**config.mk**
```make
export PLATFORM = sky130hd
export DESIGN_NAME = dfi_phy_hs_responder_flat
export DESIGN_NICKNAME = d
export VERILOG_FILES = /design/src/rtl/dfi_phy_hs_pkg.sv /design/src/rtl/dfi_phy_hs_responder_if.sv /design/src/rtl/dfi_lp_resp.sv /design/src/rtl/dfi_phy_hs_responder.sv /design/src/flat_wrapper.sv
export SDC_FILE = /design/constraint.sdc
export NUM_CORES = 1
export LEC_CHECK = 0
export BUFFER_PORTS_ARGS = -buffer_cell sky130_fd_sc_hd__buf_2
export CAP_MARGIN = 40
export CORE_MARGIN = 5
export CORE_UTILIZATION = 58
export CTS_CLUSTER_SIZE = 28
export DETAILED_ROUTE_END_ITERATION = 12
export PLACE_DENSITY = 0.83
export SYNTH_ARGS = -nofsm -noshare
export SYNTH_HDL_FRONTEND = slang
export SYNTH_SLANG_ARGS = --single-unit
```
**constraint.sdc**
```tcl
create_clock -name clock -period 2.7 [get_ports clock]
set_input_delay 0.405 -clock clock [delete_from_list [all_inputs] [get_ports clock]]
set_output_delay 0.405 -clock clock [all_outputs]
set_load 0.02 [all_outputs]
```
**src/rtl/dfi_phy_hs_pkg.sv**
```systemverilog
// Shared types, state encodings and default timing constants for the DFI PHY-side
// handshake responder.
package dfi_phy_hs_pkg;

  localparam int unsigned LP_ACK_DLY_DEF      = 3;
  localparam int unsigned TLP_RESP_DEF        = 8;
  localparam int unsigned CTRLUPD_ACK_DLY_DEF = 2;
  localparam int unsigned PHYUPD_HOLD_DEF     = 4;
  localparam int unsigned TPHYUPD_RESP_DEF    = 16;

  typedef logic [1:0] phyupd_type_t;
  typedef logic [5:0] lp_wakeup_t;

  typedef enum logic [1:0] {
    L_IDLE,
    L_WAIT,
    L_ACK
  } lp_state_e;

  typedef enum logic [2:0] {
    U_IDLE,
    U_CTRL_WAIT,
    U_CTRL_ACK,
    U_PHY_REQ,
    U_PHY_HOLD,
    U_PHY_DROP
  } upd_state_e;

  function automatic int unsigned cnt_width(input int unsigned n);
    return $clog2(n) + 1;
  endfunction

endpackage

```
**src/rtl/dfi_phy_hs_responder_if.sv**
```systemverilog
// DFI handshake signal bundle between the controller/calibration side (master)
// and the PHY-side responder (slave).
interface dfi_phy_hs_responder_if;
  import dfi_phy_hs_pkg::*;

  logic         lp_ctrl_req;
  lp_wakeup_t   lp_ctrl_wakeup;
  logic         lp_ctrl_ack;
  logic         lp_data_req;
  lp_wakeup_t   lp_data_wakeup;
  logic         lp_data_ack;
  logic         lp_accept;
  lp_wakeup_t   lp_ctrl_wakeup_q;
  lp_wakeup_t   lp_data_wakeup_q;
  logic         ctrlupd_req;
  logic         ctrlupd_ack;
  logic         phyupd_req;
  phyupd_type_t phyupd_type;
  logic         phyupd_ack;
  logic         init_start;
  logic         upd_trigger;
  phyupd_type_t upd_trigger_type;
  logic         upd_busy;
  logic         upd_done;
  logic         upd_timeout;

  modport slave (
    input  lp_ctrl_req, lp_ctrl_wakeup, lp_data_req, lp_data_wakeup, lp_accept,
           ctrlupd_req, phyupd_ack, init_start, upd_trigger, upd_trigger_type,
    output lp_ctrl_ack, lp_data_ack, lp_ctrl_wakeup_q, lp_data_wakeup_q,
           ctrlupd_ack, phyupd_req, phyupd_type, upd_busy, upd_done, upd_timeout
  );

  modport master (
    output lp_ctrl_req, lp_ctrl_wakeup, lp_data_req, lp_data_wakeup, lp_accept,
           ctrlupd_req, phyupd_ack, init_start, upd_trigger, upd_trigger_type,
    input  lp_ctrl_ack, lp_data_ack, lp_ctrl_wakeup_q, lp_data_wakeup_q,
           ctrlupd_ack, phyupd_req, phyupd_type, upd_busy, upd_done, upd_timeout
  );

endinterface

```
**src/rtl/dfi_lp_resp.sv**
```systemverilog
// One DFI low-power handshake channel: accepts a request, acks it after a fixed
// delay and latches the wakeup code presented at acceptance.
module dfi_lp_resp
  import dfi_phy_hs_pkg::*;
#(
  parameter int unsigned LP_ACK_DLY = LP_ACK_DLY_DEF
) (
  input  logic       i_clk,
  input  logic       i_rst,
  input  logic       i_req,
  input  lp_wakeup_t i_wakeup,
  input  logic       i_accept,
  input  logic       i_block,
  output logic       o_ack,
  output lp_wakeup_t o_wakeup_q
);

  localparam int unsigned CW = cnt_width(LP_ACK_DLY);
  localparam logic [CW-1:0] CNT_LAST = CW'(LP_ACK_DLY - 1);

  lp_state_e   r_state;
  logic [CW-1:0] r_cnt;
  logic        r_ack;
  lp_wakeup_t  r_wakeup;

  always_ff @(posedge i_clk) begin
    if (i_rst) begin
      r_state  <= L_IDLE;
      r_cnt    <= '0;
      r_ack    <= 1'b0;
      r_wakeup <= '0;
    end else begin
      case (r_state)
        L_IDLE: begin
          if (i_req && i_accept && !i_block) begin
            r_state  <= L_WAIT;
            r_cnt    <= '0;
            r_wakeup <= i_wakeup;
          end
        end
        L_WAIT: begin
          // A request dropped before the ack is an abandon: no ack is ever given.
          if (!i_req) begin
            r_state <= L_IDLE;
          end else if (r_cnt == CNT_LAST) begin
            r_state <= L_ACK;
            r_ack   <= 1'b1;
          end else begin
            r_cnt <= r_cnt + 1'b1;
          end
        end
        L_ACK: begin
          if (!i_req) begin
            r_state <= L_IDLE;
            r_ack   <= 1'b0;
          end
        end
        default: begin
          r_state <= L_IDLE;
          r_ack   <= 1'b0;
        end
      endcase
    end
  end

  assign o_ack      = r_ack;
  assign o_wakeup_q = r_wakeup;

endmodule

```
**src/rtl/dfi_phy_hs_responder.sv**
```systemverilog
// PHY-side DFI handshake endpoint: LP ctrl/data acks, ctrlupd ack and PHY-initiated
// phyupd requests. Define DFI_LP_UPD_EXCL_EN to make LP entry and updates mutually exclusive.
module dfi_phy_hs_responder
  import dfi_phy_hs_pkg::*;
#(
  parameter int unsigned LP_ACK_DLY      = LP_ACK_DLY_DEF,
  parameter int unsigned TLP_RESP        = TLP_RESP_DEF,
  parameter int unsigned CTRLUPD_ACK_DLY = CTRLUPD_ACK_DLY_DEF,
  parameter int unsigned PHYUPD_HOLD     = PHYUPD_HOLD_DEF,
  parameter int unsigned TPHYUPD_RESP    = TPHYUPD_RESP_DEF
) (
  input logic                   clock,
  input logic                   reset,
  dfi_phy_hs_responder_if.slave bus
);

  if (LP_ACK_DLY == 0 || LP_ACK_DLY >= TLP_RESP || CTRLUPD_ACK_DLY == 0 ||
      PHYUPD_HOLD == 0 || TPHYUPD_RESP == 0) begin : g_bad_params
    $error("dfi_phy_hs_responder: illegal timing parameters");
  end

  localparam int unsigned CCW = cnt_width(CTRLUPD_ACK_DLY);
  localparam int unsigned HCW = cnt_width(PHYUPD_HOLD);
  localparam int unsigned TCW = cnt_width(TPHYUPD_RESP);
  localparam logic [CCW-1:0] C_LAST = CCW'(CTRLUPD_ACK_DLY - 1);
  localparam logic [HCW-1:0] H_LAST = HCW'(PHYUPD_HOLD - 1);
  localparam logic [TCW-1:0] T_MAX  = TCW'(TPHYUPD_RESP);
  localparam logic [TCW-1:0] T_LAST = TCW'(TPHYUPD_RESP - 1);

  logic       w_lp_ctrl_ack;
  logic       w_lp_data_ack;
  lp_wakeup_t w_lp_ctrl_wakeup_q;
  lp_wakeup_t w_lp_data_wakeup_q;
  logic       w_lp_block;
  logic       w_phy_start_ok;

  upd_state_e   r_state;
  logic         r_pend;
  phyupd_type_t r_pend_type;
  logic [CCW-1:0] r_ccnt;
  logic [HCW-1:0] r_hcnt;
  logic [TCW-1:0] r_tcnt;
  logic         r_ctrlupd_ack;
  logic         r_phyupd_req;
  phyupd_type_t r_phyupd_type;
  logic         r_done;
  logic         r_timeout;

`ifdef DFI_LP_UPD_EXCL_EN
  assign w_lp_block     = (r_state != U_IDLE);
  assign w_phy_start_ok = !(w_lp_ctrl_ack || w_lp_data_ack);
`else
  assign w_lp_block     = 1'b0;
  assign w_phy_start_ok = 1'b1;
`endif

  dfi_lp_resp #(.LP_ACK_DLY(LP_ACK_DLY)) u_lp_ctrl (
    .i_clk      (clock),
    .i_rst      (reset),
    .i_req      (bus.lp_ctrl_req),
    .i_wakeup   (bus.lp_ctrl_wakeup),
    .i_accept   (bus.lp_accept),
    .i_block    (w_lp_block),
    .o_ack      (w_lp_ctrl_ack),
    .o_wakeup_q (w_lp_ctrl_wakeup_q)
  );

  dfi_lp_resp #(.LP_ACK_DLY(LP_ACK_DLY)) u_lp_data (
    .i_clk      (clock),
    .i_rst      (reset),
    .i_req      (bus.lp_data_req),
    .i_wakeup   (bus.lp_data_wakeup),
    .i_accept   (bus.lp_accept),
    .i_block    (w_lp_block),
    .o_ack      (w_lp_data_ack),
    .o_wakeup_q (w_lp_data_wakeup_q)
  );

  always_ff @(posedge clock) begin
    if (reset) begin
      r_state       <= U_IDLE;
      r_pend        <= 1'b0;
      r_pend_type   <= '0;
      r_ccnt        <= '0;
      r_hcnt        <= '0;
      r_tcnt        <= '0;
      r_ctrlupd_ack <= 1'b0;
      r_phyupd_req  <= 1'b0;
      r_phyupd_type <= '0;
      r_done        <= 1'b0;
      r_timeout     <= 1'b0;
    end else begin
      r_done    <= 1'b0;
      r_timeout <= 1'b0;
      if (bus.upd_trigger) begin
        r_pend      <= 1'b1;
        r_pend_type <= bus.upd_trigger_type;
      end
      case (r_state)
        U_IDLE: begin
          // A trigger landing on the launch edge is a new request and stays pending.
          if (!bus.init_start) begin
            if (bus.ctrlupd_req) begin
              r_state <= U_CTRL_WAIT;
              r_ccnt  <= '0;
            end else if (r_pend && !bus.phyupd_ack && w_phy_start_ok) begin
              r_state       <= U_PHY_REQ;
              r_phyupd_req  <= 1'b1;
              r_phyupd_type <= r_pend_type;
              r_tcnt        <= '0;
              if (!bus.upd_trigger) r_pend <= 1'b0;
            end
          end
        end
        U_CTRL_WAIT: begin
          if (!bus.ctrlupd_req) begin
            r_state <= U_IDLE;
          end else if (r_ccnt == C_LAST) begin
            r_state       <= U_CTRL_ACK;
            r_ctrlupd_ack <= 1'b1;
          end else begin
            r_ccnt <= r_ccnt + 1'b1;
          end
        end
        U_CTRL_ACK: begin
          if (!bus.ctrlupd_req) begin
            r_state       <= U_IDLE;
            r_ctrlupd_ack <= 1'b0;
          end
        end
        U_PHY_REQ: begin
          if (bus.phyupd_ack) begin
            r_state <= U_PHY_HOLD;
            r_hcnt  <= '0;
          end else if (r_tcnt != T_MAX) begin
            r_tcnt <= r_tcnt + 1'b1;
            if (r_tcnt == T_LAST) r_timeout <= 1'b1;
          end
        end
        U_PHY_HOLD: begin
          if (r_hcnt == H_LAST) begin
            r_state       <= U_PHY_DROP;
            r_phyupd_req  <= 1'b0;
            r_phyupd_type <= '0;
          end else begin
            r_hcnt <= r_hcnt + 1'b1;
          end
        end
        U_PHY_DROP: begin
          if (!bus.phyupd_ack) begin
            r_state <= U_IDLE;
            r_done  <= 1'b1;
          end
        end
        default: begin
          r_state       <= U_IDLE;
          r_ctrlupd_ack <= 1'b0;
          r_phyupd_req  <= 1'b0;
          r_phyupd_type <= '0;
        end
      endcase
    end
  end

  assign bus.lp_ctrl_ack      = w_lp_ctrl_ack;
  assign bus.lp_data_ack      = w_lp_data_ack;
  assign bus.lp_ctrl_wakeup_q = w_lp_ctrl_wakeup_q;
  assign bus.lp_data_wakeup_q = w_lp_data_wakeup_q;
  assign bus.ctrlupd_ack      = r_ctrlupd_ack;
  assign bus.phyupd_req       = r_phyupd_req;
  assign bus.phyupd_type      = r_phyupd_type;
  assign bus.upd_busy         = (r_state != U_IDLE);
  assign bus.upd_done         = r_done;
  assign bus.upd_timeout      = r_timeout;

endmodule

```
**src/flat_wrapper.sv**
```systemverilog
// flat-port wrapper written by rule: the top's interface ports become plain ports
module dfi_phy_hs_responder_flat import dfi_phy_hs_pkg::*;
#(
  parameter int unsigned LP_ACK_DLY      = LP_ACK_DLY_DEF,
  parameter int unsigned TLP_RESP        = TLP_RESP_DEF,
  parameter int unsigned CTRLUPD_ACK_DLY = CTRLUPD_ACK_DLY_DEF,
  parameter int unsigned PHYUPD_HOLD     = PHYUPD_HOLD_DEF,
  parameter int unsigned TPHYUPD_RESP    = TPHYUPD_RESP_DEF
)
  (clock, reset, bus_lp_ctrl_req, bus_lp_ctrl_wakeup, bus_lp_data_req, bus_lp_data_wakeup, bus_lp_accept, bus_ctrlupd_req, bus_phyupd_ack, bus_init_start, bus_upd_trigger, bus_upd_trigger_type, bus_lp_ctrl_ack, bus_lp_data_ack, bus_lp_ctrl_wakeup_q, bus_lp_data_wakeup_q, bus_ctrlupd_ack, bus_phyupd_req, bus_phyupd_type, bus_upd_busy, bus_upd_done, bus_upd_timeout);
  dfi_phy_hs_responder_if bus_i ();
  input logic clock;
  input logic reset;
  input wire logic [$bits(bus_i.lp_ctrl_req)-1:0] bus_lp_ctrl_req;
  input wire logic [$bits(bus_i.lp_ctrl_wakeup)-1:0] bus_lp_ctrl_wakeup;
  input wire logic [$bits(bus_i.lp_data_req)-1:0] bus_lp_data_req;
  input wire logic [$bits(bus_i.lp_data_wakeup)-1:0] bus_lp_data_wakeup;
  input wire logic [$bits(bus_i.lp_accept)-1:0] bus_lp_accept;
  input wire logic [$bits(bus_i.ctrlupd_req)-1:0] bus_ctrlupd_req;
  input wire logic [$bits(bus_i.phyupd_ack)-1:0] bus_phyupd_ack;
  input wire logic [$bits(bus_i.init_start)-1:0] bus_init_start;
  input wire logic [$bits(bus_i.upd_trigger)-1:0] bus_upd_trigger;
  input wire logic [$bits(bus_i.upd_trigger_type)-1:0] bus_upd_trigger_type;
  output wire logic [$bits(bus_i.lp_ctrl_ack)-1:0] bus_lp_ctrl_ack;
  output wire logic [$bits(bus_i.lp_data_ack)-1:0] bus_lp_data_ack;
  output wire logic [$bits(bus_i.lp_ctrl_wakeup_q)-1:0] bus_lp_ctrl_wakeup_q;
  output wire logic [$bits(bus_i.lp_data_wakeup_q)-1:0] bus_lp_data_wakeup_q;
  output wire logic [$bits(bus_i.ctrlupd_ack)-1:0] bus_ctrlupd_ack;
  output wire logic [$bits(bus_i.phyupd_req)-1:0] bus_phyupd_req;
  output wire logic [$bits(bus_i.phyupd_type)-1:0] bus_phyupd_type;
  output wire logic [$bits(bus_i.upd_busy)-1:0] bus_upd_busy;
  output wire logic [$bits(bus_i.upd_done)-1:0] bus_upd_done;
  output wire logic [$bits(bus_i.upd_timeout)-1:0] bus_upd_timeout;
  assign bus_i.lp_ctrl_req = bus_lp_ctrl_req;
  assign bus_i.lp_ctrl_wakeup = bus_lp_ctrl_wakeup;
  assign bus_i.lp_data_req = bus_lp_data_req;
  assign bus_i.lp_data_wakeup = bus_lp_data_wakeup;
  assign bus_i.lp_accept = bus_lp_accept;
  assign bus_i.ctrlupd_req = bus_ctrlupd_req;
  assign bus_i.phyupd_ack = bus_phyupd_ack;
  assign bus_i.init_start = bus_init_start;
  assign bus_i.upd_trigger = bus_upd_trigger;
  assign bus_i.upd_trigger_type = bus_upd_trigger_type;
  assign bus_lp_ctrl_ack = bus_i.lp_ctrl_ack;
  assign bus_lp_data_ack = bus_i.lp_data_ack;
  assign bus_lp_ctrl_wakeup_q = bus_i.lp_ctrl_wakeup_q;
  assign bus_lp_data_wakeup_q = bus_i.lp_data_wakeup_q;
  assign bus_ctrlupd_ack = bus_i.ctrlupd_ack;
  assign bus_phyupd_req = bus_i.phyupd_req;
  assign bus_phyupd_type = bus_i.phyupd_type;
  assign bus_upd_busy = bus_i.upd_busy;
  assign bus_upd_done = bus_i.upd_done;
  assign bus_upd_timeout = bus_i.upd_timeout;
  dfi_phy_hs_responder #(.LP_ACK_DLY(LP_ACK_DLY), .TLP_RESP(TLP_RESP), .CTRLUPD_ACK_DLY(CTRLUPD_ACK_DLY), .PHYUPD_HOLD(PHYUPD_HOLD), .TPHYUPD_RESP(TPHYUPD_RESP)) u_core (.clock(clock), .reset(reset), .bus(bus_i));
endmodule
```
==> results_dict.tcl <==
set metrics [dict create \
    worst_slew_pin_slew_ns 0.852 \
    clock.fmax_ghz 0.552 \
    fin_tns_setup_ns 0 \
    setup-violations-final 0 \
    grt_max_degree 51 \
    cts_tree "built" \
    cp_max_fo 17 \
    synth_area_um2 2220 \
    synth_area_per_cell_um2 9.16 \
    hold_viol_final 0 \
    cts-htree-levels 2 \
    core_um2 3690 \
    grt_pass1_wl_mm 7.00 \
    synthDistinctLibCells 45 \
    setup_ws_ns 0.887 \
    netlist_instances 242 \
    die_area_um2 5160 \
    rsz0062_at_grt "no" \
    slew_headroom_pct 43.2 \
    worstHoldPathType "in -> reg" \
    power_leakage_nw 1.05 \
    layout_commonest_cell "dfxtp_1" \
    synth_top_area_share_pct 41.6 \
    criticalPathCategory "reg -> reg" \
    synth_nets 275 \
    cp-end-kind "flop" \
    clock_tree.buffer_depth 2 \
    port_buffers 43 \
    worstPathArrival_ns 2.00 \
    cp-start-kind "flop" \
    grt_pass1_vias 1660 \
    required_ns 2.89 \
    holdBufCountCts 0 \
    dr_total_vias 1792 \
    synth_area_leaders "dfxtp_1 42%, mux2i_1 6.8%, ha_1 5.6%" \
    dp_hpwl_mm 2.98 \
    dieWidth_um 71.8 \
    slew_violations 0 \
    areaGrowthSynthToFinish_pct 13.8 \
    routed_wirelength_mm 4.06 \
    min_period_ns 1.81 \
    fin_skew_ns 0.00491 \
    detail_route.wl_per_cell_um 12.3 \
    min_path_cells 3 \
    finalWeightedCongestion 0.856 \
    dp_slack_ns 0.917 \
    start_util_pct 60.1 \
    outcome "finished, final reports clean" \
    overflow 0 \
    avgViaCountPerCell 5.43 \
    fin_crit_sh_pct 67.1 \
    cap_violations 0 \
    insertion_delay_ns 0.30 \
    vdd_drop_max_v 0.000508 \
    antenna_found_initial 0 \
    die_y_um 71.8 \
    post-cts-setup-buffers 0 \
    cts_resized 0 \
    layout_common_cells "46 x dfxtp_1, 43 x buf_2, 26 x nor2_1" \
    drive_above_1_share_pct 22.3 \
    grt_usage_pct 16.7 \
    synth.ff_latch_count 46 \
    drtIter0Drc 91 \
    synth_warnings 0 \
    cts_num_sinks 46 \
    final_net_count 314 \
    remaining_drc_errors 0 \
    ys_seq_area_share_pct 41.6 \
    cts_buffers 5 \
    yosys.area.top_type "dfxtp_1" \
    dr.pass1.iters 4 \
    rows 22 \
    power.density_nw_per_um2 607 \
    cts.clk_slew.worst_paths_ns 0.08 \
    io_pins 44 \
    root_buffer "clkbuf_8" \
    antenna_cells 0 \
    r2r_cells 4 \
    ant_nets 0 \
]
## sequential cells by signal, summed over array words and instances, names as in the netlist
name,cells
u_core.bus.ctrlupd_ack,1
u_core.bus.phyupd_req,1
u_core.bus.phyupd_type,2
u_core.bus.upd_done,1
u_core.bus.upd_timeout,1
u_core.r_ccnt,2
u_core.r_hcnt,3
u_core.r_pend,1
u_core.r_pend_type,2
u_core.r_state,3
u_core.r_tcnt,5
u_core.u_lp_ctrl.o_ack,1
u_core.u_lp_ctrl.o_wakeup_q,6
u_core.u_lp_ctrl.r_cnt,3
u_core.u_lp_ctrl.r_state,2
u_core.u_lp_data.o_ack,1
u_core.u_lp_data.o_wakeup_q,6
u_core.u_lp_data.r_cnt,3
u_core.u_lp_data.r_state,2
## kinds of logic (layout without fill, tap and decap cells)
kind of cell    after synthesis  in the layout  share of synthesized area, %
compound gates               42             42                          12.4
fa+ha+maj                    10             10                          5.65
buf+inv                      23             63                          4.74
mux                          16             16                          7.45
simple gates                101            101                          26.7
flops                        46             46                          41.6
xor+xnor                      4              4                          1.58
## final cells by class
class,instances,area [µm²]
repair buffers,43,215
clock inverters,1,5.00
well taps,48,60.1
fillers,315,1170
multi-input cells,173,1190
inverters,12,45.0
clock buffers,7,86.3
flip-flops and latches,46,921
## worst max-delay path, stage by stage (launching register included)
cell and delay, ns:
dfxtp_1 0.68, inv_1 0.20, and4b_1 0.27, a221oi_4 0.24, mux2_4 0.32
## where the power goes
part           internal [mW]  switching (mW)
Sequential             0.712          0.0753
Combinational          0.156           0.169
Clock                  0.206           0.213
Total                   1.07           0.458
## layer usage
metal	wire, µm	GRT usage (%)
met5	0	0
met4	23	4.18
met3	252	6.31
met2	1890	27.1
met1	1900	20.9
## cells in the mapped netlist (all sizes together)
| cell type | count |
|---|---|
| dfxtp | 46 |
| nor2 | 26 |
| a21oi | 23 |
| nand2 | 18 |
| mux2i | 15 |
| inv | 12 |
| ha | 10 |
| nand3 | 9 |
| nor3 | 9 |
| o21ai | 9 |
| buf | 8 |
| nor2b | 7 |
| nand2b | 5 |
| or3b | 4 |
| clkbuf | 3 |
| nand4 | 3 |
| nand4b | 3 |
| nor4b | 3 |
| xor2 | 3 |
| a32oi | 2 |
| and3 | 2 |
| and4bb | 2 |
| nor3b | 2 |
| nor4 | 2 |
| o31ai | 2 |
| or3 | 2 |
| a221oi | 1 |
| a311oi | 1 |
| a31o | 1 |
| a31oi | 1 |
| a41oi | 1 |
| and4b | 1 |
| mux2 | 1 |
| nand3b | 1 |
| o211ai | 1 |
| or4 | 1 |
| or4b | 1 |
| xnor2 | 1 |
## metrics by stage
stage | util (%) | instances | power (mW) | area [µm²] | hold WS (ns)
2_1_floorplan | - | 242 | 1.07 | 2220 | 0.431
3_3_place_gp | 65.9 | 322 | 1.12 | 2430 | 0.440
3_5_place_dp | 65.9 | 322 | 1.13 | 2430 | 0.452
4_1_cts | 68.4 | 330 | 1.55 | 2520 | 0.334
5_1_grt | 68.4 | 330 | 1.62 | 2520 | 0.338
6_report | 68.4 | 330 | 1.53 | 2520 | 0.344
## worst paths after layout
| check | slack (ns) | end | start |
|---|---|---|---|
| max | 0.89 | u_core.r_state[0] | u_core.r_state[1] |
| min | 0.34 | u_core.u_lp_ctrl.o_wakeup_q[2] | bus_lp_ctrl_wakeup[2] |
| max reg2reg | 0.89 | u_core.r_state[0] | u_core.r_state[1] |
| min reg2reg | 0.46 | u_core.u_lp_ctrl.o_wakeup_q[4] | u_core.u_lp_ctrl.o_wakeup_q[4] |
No activity file was read; power rests on OpenSTA's default activity.
